==> config.mk <==
export PLATFORM = sky130hd
export DESIGN_NAME = weight_read_sequencer
export DESIGN_NICKNAME = d
export VERILOG_FILES = /design/src/rtl/weight_read_sequencer.sv
export SDC_FILE = /design/constraint.sdc
export NUM_CORES = 1
export LEC_CHECK = 0
export CAP_MARGIN = 10
export CORE_UTILIZATION = 43
export CTS_BUF_LIST = sky130_fd_sc_hd__clkbuf_2
export DETAILED_ROUTE_END_ITERATION = 10
export PLACE_DENSITY = 0.87
export SYNTH_ARGS = -nofsm -noshare
export SYNTH_HDL_FRONTEND = slang
export SYNTH_SLANG_ARGS = --single-unit
==> constraint.sdc <==
create_clock -name clk -period 3.5 [get_ports clk]
set_input_delay 0.525 -clock clk [delete_from_list [all_inputs] [get_ports clk]]
set_output_delay 0.525 -clock clk [all_outputs]
set_load 0.01 [all_outputs]
==> src/rtl/weight_read_sequencer.sv <==
// Weight read sequencer: pairs each input sample with its weight from a
// 1-cycle registered weight memory. Optional bias fetch via BIAS_FETCH_EN.
module weight_read_sequencer #(
   parameter int numWeight    = 784,
   parameter int addressWidth = 10,
   parameter int dataWidth    = 16
) (
   input  logic                  clk,
   input  logic                  rstn,
   input  logic                  start,
   input  logic                  x_valid,
   input  logic [dataWidth-1:0]  x_data,
   output logic                  x_ready,
   output logic                  ren,
   output logic [addressWidth:0] raddr,
   input  logic [dataWidth-1:0]  wout,
   output logic                  mac_valid,
   output logic [dataWidth-1:0]  mac_x,
   output logic [dataWidth-1:0]  mac_w,
   output logic                  mac_last,
   output logic                  busy,
`ifdef BIAS_FETCH_EN
   output logic                  bias_valid,
   output logic [dataWidth-1:0]  bias_out,
`endif
   output logic                  done
);

   localparam int AW1 = addressWidth + 1;
   localparam logic [AW1-1:0] LAST_IDX = AW1'(numWeight - 1);

   typedef enum logic [2:0] {
      IDLE,
      RUN,
      DRAIN,
`ifdef BIAS_FETCH_EN
      BIAS,
`endif
      DONE
   } state_t;

   state_t               state, state_n;
   logic [AW1-1:0]       cnt;
   logic [dataWidth-1:0] x_d;
   logic                 accept;
   logic                 at_last;

   assign x_ready = (state == RUN);
   assign accept  = x_valid & x_ready;
   assign at_last = (cnt == LAST_IDX);

   // cnt already sits at numWeight after the last accept, so it doubles as
   // the bias address without a separate mux.
   assign raddr = cnt;
   assign mac_x = x_d;
   assign mac_w = wout;
   assign busy  = (state != IDLE);
   assign done  = (state == DONE);

`ifdef BIAS_FETCH_EN
   assign ren      = accept | (state == BIAS);
   assign bias_out = wout;
`else
   assign ren      = accept;
`endif

   always_ff @(posedge clk or negedge rstn) begin
      if (!rstn) state <= IDLE;
      else       state <= state_n;
   end

   always_comb begin
      state_n = state;
      case (state)
         IDLE:    if (start) state_n = RUN;
         RUN:     if (accept && at_last) state_n = DRAIN;
`ifdef BIAS_FETCH_EN
         DRAIN:   state_n = BIAS;
         BIAS:    state_n = DONE;
`else
         DRAIN:   state_n = DONE;
`endif
         DONE:    state_n = IDLE;
         default: state_n = IDLE;
      endcase
   end

   always_ff @(posedge clk or negedge rstn) begin
      if (!rstn) begin
         cnt       <= '0;
         x_d       <= '0;
         mac_valid <= 1'b0;
         mac_last  <= 1'b0;
      end else begin
         if (state == IDLE && start) cnt <= '0;
         else if (accept)            cnt <= cnt + 1'b1;
         if (accept) x_d <= x_data;
         mac_valid <= accept;
         mac_last  <= accept & at_last;
      end
   end

`ifdef BIAS_FETCH_EN
   always_ff @(posedge clk or negedge rstn) begin
      if (!rstn) bias_valid <= 1'b0;
      else       bias_valid <= (state == BIAS);
   end
`endif

endmodule

### Word level (Yosys, flattened, before mapping)

Cells that the tools add are included.

| word-level totals | value |
|---|---|
| memories kept | 0 |
| word-level logic and storage cells | 25 |
| bits in read-only memories | 0 |
| RAM bits | 0 |
| bits in latches | 0 |
| flip-flop bits (word level) | 32 |

| operators by class | value |
|---|---|
| multiply operators | 0 |
| $add $sub $neg | 1 |
| eq/ne operators | 6 |
| bitwise logic cells | 2 |
| magnitude comparators | 0 |
| reduce and logical (&&, ||, !) cells | 6 |
| multiplexer cells | 5 |
| divide/modulo/power cells | 0 |
| shifts and indexed selects | 0 |

Operators with widths:

| cell | count |
|---|---|
| 11-bit 2-to-1 mux | 2 |
| 11-bit by 1-bit adder with 11-bit output, second input constant | 1 |
| 11-bit by 10-bit equality test with 1-bit output, second input constant | 1 |
| 3-bit one-hot mux with 3 select lines | 1 |
| 3-bit by 2-bit equality test with 1-bit output, second input constant | 2 |
| 3-bit 2-to-1 mux | 2 |
| 3-bit by 1-bit equality test with 1-bit output, second input constant | 1 |
| 3-bit zero test | 1 |
| 3-bit nonzero test | 1 |
| 1-bit bitwise AND | 2 |
| 1-bit logical AND | 2 |
| 2-bit by 1-bit inequality test with 1-bit output, second input constant | 1 |
| 2-bit inequality test, second input constant | 1 |
| 2-bit AND reduction | 1 |
| 2-bit nonzero test | 1 |

### Logic depth before layout (Yosys ltp)

| logic depth | value |
|---|---|
| depth in word-level cells | 5 |
| depth in mapped cells | 7 |

### Worst setup path after synthesis

No wires, ideal clock.

| timing | value |
|---|---|
| path kind | reg-to-output |
| from | register state[1] |
| to | output ren |
| cell stages (with the launch flop) | 7 |
| arrival | 1.366 ns |
| setup slack | 1.609 ns |
| path buffers | 2 |
| path through | dfrtp_1 > inv_1 > ha_1 > buf_6 > nand2_2 > buf_2 > inv_1 |

| between the ends | value |
|---|---|
| cells in the longest elaborated chain, start to end | 2 |

RTL lines:

| what | RTL line | text |
|---|---|---|
| start: declaration | 42 | `state_t state, state_n;` |
| start signal: assignment | 69 | `else state <= state_n;` |
| 3-bit by 1-bit equality test with 1-bit output | 48 | `assign x_ready = (state == RUN);` |
| via x_ready | 13 | `output logic x_ready,` |
| 1-bit bitwise AND | 49 | `assign accept = x_valid & x_ready;` |
| end: declaration | 14 | `output logic ren,` |

The timed path passes the listed nets, and every way through them passes these cells.

### Worst setup path in the final report

| timing | value |
|---|---|
| from | register state[1] |
| to | output ren |

| between the ends | value |
|---|---|
| cells in the longest elaborated chain, start to end | 2 |

RTL lines:

| what | RTL line |
|---|---|
| 3-bit by 1-bit equality test with 1-bit output | 48 |
| 1-bit bitwise AND | 49 |

Every way passes these cells.

==> results.cfg <==
[clock_network]
cts_setup_buffers = 0
clockBufferDepth = 2
htreeDepth = 2
ctsResizeCount = 0
cts.hold.buffers_added = 0
cts_buffers = 5
cts.sink_count = 31
cts_root_buffer = clkbuf_2
insertion_delay_ns = 0.37
tritoncts = built
path_clk_slew_ns = 0.15

[timing]
tightest_slew_ns = 0.517
fin_crit_sh_pct = 75.7
period_needed_ns = 2.65
hold_viol_final = 0
slew_headroom_pct = 65.1
slew_viol_final = 0
setup_slack_ns = 0.850
fin_tns_setup_ns = 0
fmax_mhz = 377
setup_violations = 0
fin_skew_ns = 0.00922
grt_setup_unrepaired = false

[power]
power_switching_uw = 511
comb_power_share_pct = 49.1
ir_drop_v = 0.000356
swShare_pct = 34.9
p_clk_share_pct = 12.0
power_leakage_uw = 0.000901
intPower_uw = 954
share_seq_of_total_power_pct = 38.9
power_density_mw_per_mm2 = 701

[synthesis]
synth_top_area_cell = dfrtp_1
avgSynthCellArea_sq_um = 11.3
yosys.cell_count.top_type = dfrtp_1
synth_cell_types = 34
yosys-top-cells-area = dfrtp_1 49%, mux2_2 11%, buf_4 7.5%, ha_1 3.9%, mux2i_1 2.5%
seq_area_frac_synth_pct = 48.6
netlist_instances = 141
synth_top_cell_area_share_pct = 48.6
yosysWarnings = 0
syn-num-nets = 182
synth_edf_count = 0
netlist_area_sq_mm = 0.00160
ys_seq_elements = 31
synth_ff_type = dfrtp_1
async_flop_share_pct = 100
synth_top_cells_by_count = 31 x dfrtp_1, 16 x buf_4, 16 x mux2_2, 8 x inv_1, 8 x nand2_1

[critical_path]
path_class = reg2out
path_cells = inv_1 > ha_1 > nand2_2 > inv_1 > clkdlybuf4s50_1
r2r_cells = 5
crit_required_ns = 2.97
crit_start = state[1]
startpoint_type = flip-flop
critPathArrivalTime_ns = 2.13
crit_path_end_kind = output port
timing.rr.end = raddr[8]
critical_path.most_common_cell = inv_1
regToRegSetupSlack_ns = 1.53
crit_fanout = 12
cpMaxStageDelayCell = clkdlybuf4s50_1
cpPeakStageDelay_ns = 0.53
r2r-start = state[1]

[placement]
placed_cells = 222
port_buffers = 52
post-place-ws_ns = 1.10
hpwl_mm = 2.61
gp_congestion = 0.826

[floorplanning]
ios = 85
die_w_um = 62.9
die_y_um = 62.9
rows = 21
core-area_sq_mm = 0.00344
start_util_pct = 46.4
dieArea_sq_mm = 0.00396

[cells_and_area]
multi_input_area_sq_um = 651
syn2layout_area_growth_pct = 30.9
stdcell_count = 230
final_layout_size_suffix_gt1_share_pct = 16.3
seq_area_sq_um = 776
diodes = 0
nFillCells = 291
nNetsFinal = 224

[route]
dr.pass1.iters = 4
routed_via_density = 5.38
drcViolationCount = 0
antenna_left = 0
dr_total_vias = 1237
wl_per_cell_um = 15.1
wl_mm = 3.46
dr.first_iter.drc_count = 69

[worst_hold_path]
whs_endpoint = mac_x[13]
min_from = mac_x[13]
min_path_type = reg2reg
holdPathStages = 1

[run_status]
status = completed

[global_routing]
grt_pass1_wl_mm = 5.76
grt_usage_pct = 18.9
grt_overflow = 0
grt_max_degree = 32
grt_pass1_vias = 1252
antenna_found_initial = 0

[flow_run]
cap_violations = 0
## power groups by stage
stage,registers [uW],clock network (uW),logic [uW]
floorplan,621,0,342
global placement,566,0,698
detailed placement,582,0,725
CTS,573,182,729
global route,589,198,775
finish,570,175,719
## kinds of logic after synthesis
family                   share of synthesized area, %
buffers and inverters                            10.7
multiplexers                                     13.8
flip-flops                                       48.6
AO/OA/AOI/OAI                                    6.35
adder cells (fa/ha/maj)                          3.92
AND/OR/NAND/NOR                                  15.6
XOR/XNOR                                         1.10
## worst max-delay path, delay by kind of cell (launching register included)
family / cells / cell delay, ns
adders and majority gates: 1 / 0.48
buffers and inverters: 3 / 0.72
DFF: 1 / 0.45
and+or+nand+nor: 1 / 0.10
## routing by layer
layer | track usage [%] | wire length, um | vias to the layer above
met2 | 32.3 | 1840 | 44
li1 | - | - | 567
met1 | 21.4 | 1360 | 616
met4 | 9.01 | 61 | 0
met3 | 5.47 | 206 | 10
met5 | 0 | 0 | -
## through the flow
stage	hold slack (ns)	power, uW	util [%]	area, sq um
finish	0.521	1470	60.7	2090
global route	0.536	1560	60.7	2090
CTS	0.528	1480	60.7	2090
detailed placement	0.494	1310	59.5	2050
global placement	0.488	1260	59.5	2050
floorplan	0.229	963	-	1600
## cell type report
type,instances,area share [%]
clock buffer,7,1.68
clock inverter,1,0.240
inverter,8,1.44
multi-input combinational,83,31.1
sequential,31,37.1
tap,46,2.75
timing repair buffer,54,25.6
## registers in the layout, summed over array words and instances, names as in the netlist
signal and count:
mac_x 16, raddr 11, state 2, mac_last 1, mac_valid 1
## how the worst max path moves through the flow
stage | cells past startpoint | endpoint
final | 5 | ren
after floorplan | 6 | ren
after global routing | 5 | ren
after global placement | 4 | ren
after CTS | 5 | ren
after detailed placement | 4 | ren
## placed cells by master, fill, tap and decap left out, types with 3 or more instances in the layout
master            n
mux2_2           16
nor2_1            3
o31ai_1           3
dfrtp_1          31
a21oi_1           6
nand2_1           8
ha_1              5
clkdlybuf4s50_1  52
mux2i_1           4
clkbuf_2          7
or4_1             3
nor4_1            3
inv_1             8
nand2b_1          6
nand3_1           4
(Power assumes the default switching activity.)
